$ cat src/rtl/pool2x2_stream.sv
// 2x2 / stride-2 pooling stage: buffers one even row, combines it with the next odd row,
// and emits LANES/2 pooled pixels per odd-row beat (max or average, signed or unsigned).
module pool2x2_stream #(
    parameter int DW        = 8,
    parameter int LANES     = 4,
    parameter int ROW_BEATS = 4,
    parameter int ROWS      = 2,
    parameter int SIGNED    = 0
) (
    input  logic                         clk,
    input  logic                         rst,
    input  logic                         mode,
    input  logic                         in_valid,
    output logic                         in_ready,
    input  logic [LANES*DW-1:0]          in_data,
    output logic                         out_valid,
    input  logic                         out_ready,
    output logic [(LANES/2)*DW-1:0]      out_data,
    output logic                         out_last,
    output logic                         frame_done
);

    localparam int OL = LANES / 2;
    localparam int CW = (ROW_BEATS > 1) ? $clog2(ROW_BEATS) : 1;
    localparam int RW = (ROWS > 1) ? $clog2(ROWS) : 1;

    typedef enum logic {ST_EVEN, ST_ODD} state_t;

    state_t              r_state;
    logic [CW-1:0]       r_col;
    logic [RW-1:0]       r_row;
    logic                r_mode;
    logic [LANES*DW-1:0] r_buf [ROW_BEATS];

    logic                w_acc;
    logic                w_col_wrap;
    logic                w_row_wrap;
    logic [OL*DW-1:0]    w_pool;

    function automatic logic [DW+1:0] ext(input logic [DW-1:0] v);
        return (SIGNED != 0) ? {{2{v[DW-1]}}, v} : {2'b00, v};
    endfunction

    // Extended operands are compared as signed; zero-extension keeps unsigned values positive.
    function automatic logic [DW-1:0] pool_pix(input logic [DW-1:0] a, input logic [DW-1:0] b,
                                               input logic [DW-1:0] c, input logic [DW-1:0] d,
                                               input logic avg);
        logic signed [DW+1:0] ea, eb, ec, ed, m1, m2, mx, sum;
        ea  = $signed(ext(a));
        eb  = $signed(ext(b));
        ec  = $signed(ext(c));
        ed  = $signed(ext(d));
        m1  = (ea > eb) ? ea : eb;
        m2  = (ec > ed) ? ec : ed;
        mx  = (m1 > m2) ? m1 : m2;
        sum = ea + eb + ec + ed + (DW+2)'(2);
        // Logical and arithmetic shifts agree on the kept bits [DW+1:2].
        return avg ? sum[DW+1:2] : mx[DW-1:0];
    endfunction

    always_comb begin
        in_ready = (r_state == ST_EVEN) || !out_valid || out_ready;
    end

    assign w_acc      = in_valid && in_ready;
    assign w_col_wrap = (r_col == CW'(ROW_BEATS - 1));
    assign w_row_wrap = (r_row == RW'(ROWS - 1));

    always_comb begin
        w_pool = '0;
        for (int unsigned j = 0; j < OL; j++) begin
            w_pool[j*DW +: DW] = pool_pix(r_buf[r_col][(2*j)*DW +: DW],
                                          r_buf[r_col][(2*j+1)*DW +: DW],
                                          in_data[(2*j)*DW +: DW],
                                          in_data[(2*j+1)*DW +: DW],
                                          r_mode);
        end
    end

    always_ff @(posedge clk) begin
        if (w_acc && r_state == ST_EVEN) begin
            r_buf[r_col] <= in_data;
        end
    end

    always_ff @(posedge clk or posedge rst) begin
        if (rst) begin
            r_state    <= ST_EVEN;
            r_col      <= '0;
            r_row      <= '0;
            r_mode     <= 1'b0;
            out_valid  <= 1'b0;
            out_data   <= '0;
            out_last   <= 1'b0;
            frame_done <= 1'b0;
        end else begin
            frame_done <= out_valid && out_ready && out_last;

            if (w_acc) begin
                if (r_row == '0 && r_col == '0) begin
                    r_mode <= mode;
                end
                if (w_col_wrap) begin
                    r_col   <= '0;
                    r_row   <= w_row_wrap ? '0 : r_row + RW'(1);
                    r_state <= (r_state == ST_EVEN) ? ST_ODD : ST_EVEN;
                end else begin
                    r_col <= r_col + CW'(1);
                end
            end

            if (w_acc && r_state == ST_ODD) begin
                out_valid <= 1'b1;
                out_data  <= w_pool;
                out_last  <= w_col_wrap && w_row_wrap;
            end else if (out_ready) begin
                out_valid <= 1'b0;
                out_last  <= 1'b0;
            end
        end
    end

endmodule

$ cat config.mk
export PLATFORM = sky130hd
export DESIGN_NAME = pool2x2_stream
export DESIGN_NICKNAME = d
export VERILOG_FILES = /design/src/rtl/pool2x2_stream.sv
export SDC_FILE = /design/constraint.sdc
export NUM_CORES = 1
export LEC_CHECK = 0
export CAP_MARGIN = 20
export CORE_MARGIN = 5
export CORE_UTILIZATION = 54
export CTS_CLUSTER_DIAMETER = 40
export DETAILED_ROUTE_END_ITERATION = 8
export PLACE_DENSITY = 0.87
export SLEW_MARGIN = 25
export SYNTH_ARGS = -nofsm -noshare
export SYNTH_HDL_FRONTEND = slang
export SYNTH_SLANG_ARGS = --single-unit
$ cat constraint.sdc
create_clock -name clk -period 4.26 [get_ports clk]
set_input_delay 0.852 -clock clk [delete_from_list [all_inputs] [get_ports clk]]
set_output_delay 0.852 -clock clk [all_outputs]
set_load 0.05 [all_outputs]
==> metrics.csv <==
metric,value,unit
status,"finished, violations left",
failing checks,negative setup slack,
mux contribution to synthesized area,12.8,%
Slew headroom,47.4,%
cts bufs inserted,17,
ys async rst share,15.8,%
Overall Global Routing Usage,25.9,%
Yosys cell types,64,
"Slowest-stage cell, CP",mux4_2,
critical path class,reg -> reg,
"Core Util, Final",75.5,%
"Avg Cell Area, Syn",13.7,um2
largest cells by area after synthesis,"edfxtp_1 44%, ha_1 9.9%, mux4_2 7.4%",
clk_skew,0.00799,ns
RSZ-0062 raised after global routing,yes,
residual DRC count,0,
# rows,46,
CTS Hold Bufs,0,
CORE AREA,15900,um2
most common cell in the synthesized netlist,edfxtp_1,
clock net sink count,152,
vias in the first global route,6928,
crit-path most repeated cell,fa_1,
worst-margin pin slew,0.789,ns
main combinational cell family by area after synthesis,adder cells,
CP Capture Type,register,
adder-cell share of the synthesized area,16.8,%
routed vias/inst,6.41,
starting density of the core,55.3,%
Post-synth EDFFs,128,
Antenna Cells,0,
leading area contributor after synthesis,edfxtp_1,
DRT antenna net count,0,
setup ws final,-0.238,ns
clk_lat worst skew,0.44,ns
Synth Register Bits,152,
post-layout min period,4.50,ns
Area growth syn-to-layout,36.5,%
Max clock buf depth,2,
drt wl/cell,25.2,um
Setup-failing EPs final,13,
Startpoint Class,register,
Hold Crit Class,reg -> reg,
clk slew on worst S/H paths,0.06,ns
HPWL Detailed,15500,um
htree depth,4,
ys flop type,edfxtp_1,
Mapped Cells,643,
Syn Nets,780,
"Design Area, Final",12000,um2
simple-gate share of the synthesized area,6.62,%
IO buf count,56,
routability cong.,0.972,
chip height,138,um
WL final,27500,um
CP peak stage delay,0.58,ns
DR iter-0 viols,964,
routed via count,6969,
worst-path fanout max,6,
netlist area before placement,8810,um2
largest net degree at the start of global routing,33,
# fillers,815,
Top Ports,57,
required time of the critical path,4.54,ns
CTS tree,yes,
Pins Over Slew Limit,0,
initial antenna violation count,0,
fin crit share,106,%
gr ovfl total,0,
first-pass GRT wire length,36700,um
Worst EP arrival,4.77,ns
sequential area share after synthesis,50.4,%
Achievable Freq,0.222,GHz
Die W,138,um
Max-Cap Viols,0,
CTS root buf,clkbuf_16,
crit-path cells,"buf_12, mux4_2, buf_4, fa_1, fa_1, ha_1, nor3_1, nor2_1, o211a_1, o31a_1, o21a_1, nor4_2, a211oi_1",
# nets final,997,
die footprint,19000,um2
Post-Synth XOR/XNOR Area,0.596,%
"top cells by count, synth","128 x edfxtp_1, 78 x inv_1, 70 x ha_1",
compound-gate portion of the synthesized area,8.52,%
share of the synthesized area in the top cell type,43.6,%
share of cells above drive strength 1,36.2,%
yosys warns,0,
endpoints failing hold,0,
Detailed Routing Iterations Pass 1,6,
DP Area,10500,um2
==> metal layers <==
layer / share of wire, % / up-vias / track usage [%]
li1: - / 2865 / -
met1: 37 / 3433 / 33.4
met2: 49 / 521 / 42.3
met3: 8.9 / 150 / 5.30
met4: 5.8 / 0 / 12.0
met5: 0 / - / 0
==> cell families after synthesis <==
kind of cell,after synthesis
fa+ha+maj,100
compound gates,108
xor+xnor,6
buf+inv,92
mux,73
flops,152
simple gates,112
==> worst max-delay path: cells and delay by family (launching register included) <==
kind / cells / cell delay, ns
compound gates: 4 / 0.91
fa+ha+maj: 3 / 1.37
buf+inv: 2 / 0.34
mux: 1 / 0.58
flops: 1 / 0.44
simple gates: 3 / 0.71
==> path summary, 6_finish.rpt <==
path,slack (ns),startpoint,end,cells after the start
setup / recovery,-0.24,r_col[0]$_DFFE_PP0P_,out_data[7]$_DFFE_PP0P_,13
hold / removal,0.52,r_row$_DFFE_PP0P_,r_row$_DFFE_PP0P_,1
setup reg to reg,-0.24,r_col[0]$_DFFE_PP0P_,out_data[7]$_DFFE_PP0P_,13
hold reg to reg,0.52,r_row$_DFFE_PP0P_,r_row$_DFFE_PP0P_,1
max in group asynchronous,3.01,rst,r_col[1]$_DFFE_PP0P_,2
min in group asynchronous,0.83,rst,out_data[10]$_DFFE_PP0P_,2
==> layout make-up <==
type	instances	area (um2)	area share [%]
flip-flops and latches	152	4450	37.0
clock buffers	19	433	3.60
inverters	78	293	2.43
repair buffers	211	1890	15.7
multi-input cells	400	4560	37.9
well taps	216	270	2.25
clock inverters	12	134	1.11
==> flip-flops by register name (all words and copies together) (netlist names) <==
register    cells
r_mode          1
r_state         1
out_data       16
out_valid       1
r_row           1
r_buf         128
out_last        1
frame_done      1
r_col           2
==> repair_timing <==
action / in CTS / in global routing
gates cloned: 1 / 0
hold endpoints to repair: 0 / 0
setup endpoints to repair: 16 / 16
pin swaps: 3 / 30
gates resized for setup: 18 / 109
setup buffers: 10 / 29
==> layout by cell type, fill, tap and decap left out, types with 7 or more instances in the layout <==
cell type | Yosys | final
o21a_1 | 9 | 8
nand2_1 | 29 | 29
ha_4 | 0 | 20
inv_1 | 78 | 63
a21oi_1 | 31 | 23
mux2_2 | 15 | 9
fa_1 | 30 | 28
mux2i_4 | 0 | 7
ha_1 | 70 | 50
clkdlybuf4s50_1 | 0 | 55
mux4_2 | 29 | 30
buf_4 | 3 | 131
nand4_1 | 9 | 9
inv_2 | 0 | 15
o21ai_0 | 17 | 7
clkbuf_16 | 0 | 17
nor2_1 | 26 | 24
dfrtp_1 | 24 | 22
mux2i_1 | 27 | 14
o21ai_1 | 2 | 7
nor3_1 | 10 | 8
buf_12 | 0 | 8
buf_6 | 0 | 15
edfxtp_1 | 128 | 128
a21oi_2 | 1 | 8
==> per-stage QoR <==
step	std cells	setup TNS, ns	hold slack (ns)	worst slack (ns)
floorplan	643	0	0.468	0.0153
global placement	1017	-2.71	0.493	-0.291
detailed placement	1017	-5.04	0.515	-0.449
CTS	1059	0	0.524	0.00895
global route	1088	-2.67	0.549	-0.296
finish	1088	-1.16	0.525	-0.238
Power is left out: the tool's default activity adds up to more than one toggle a clock period on the data nets, which glitch-free logic cannot reach.
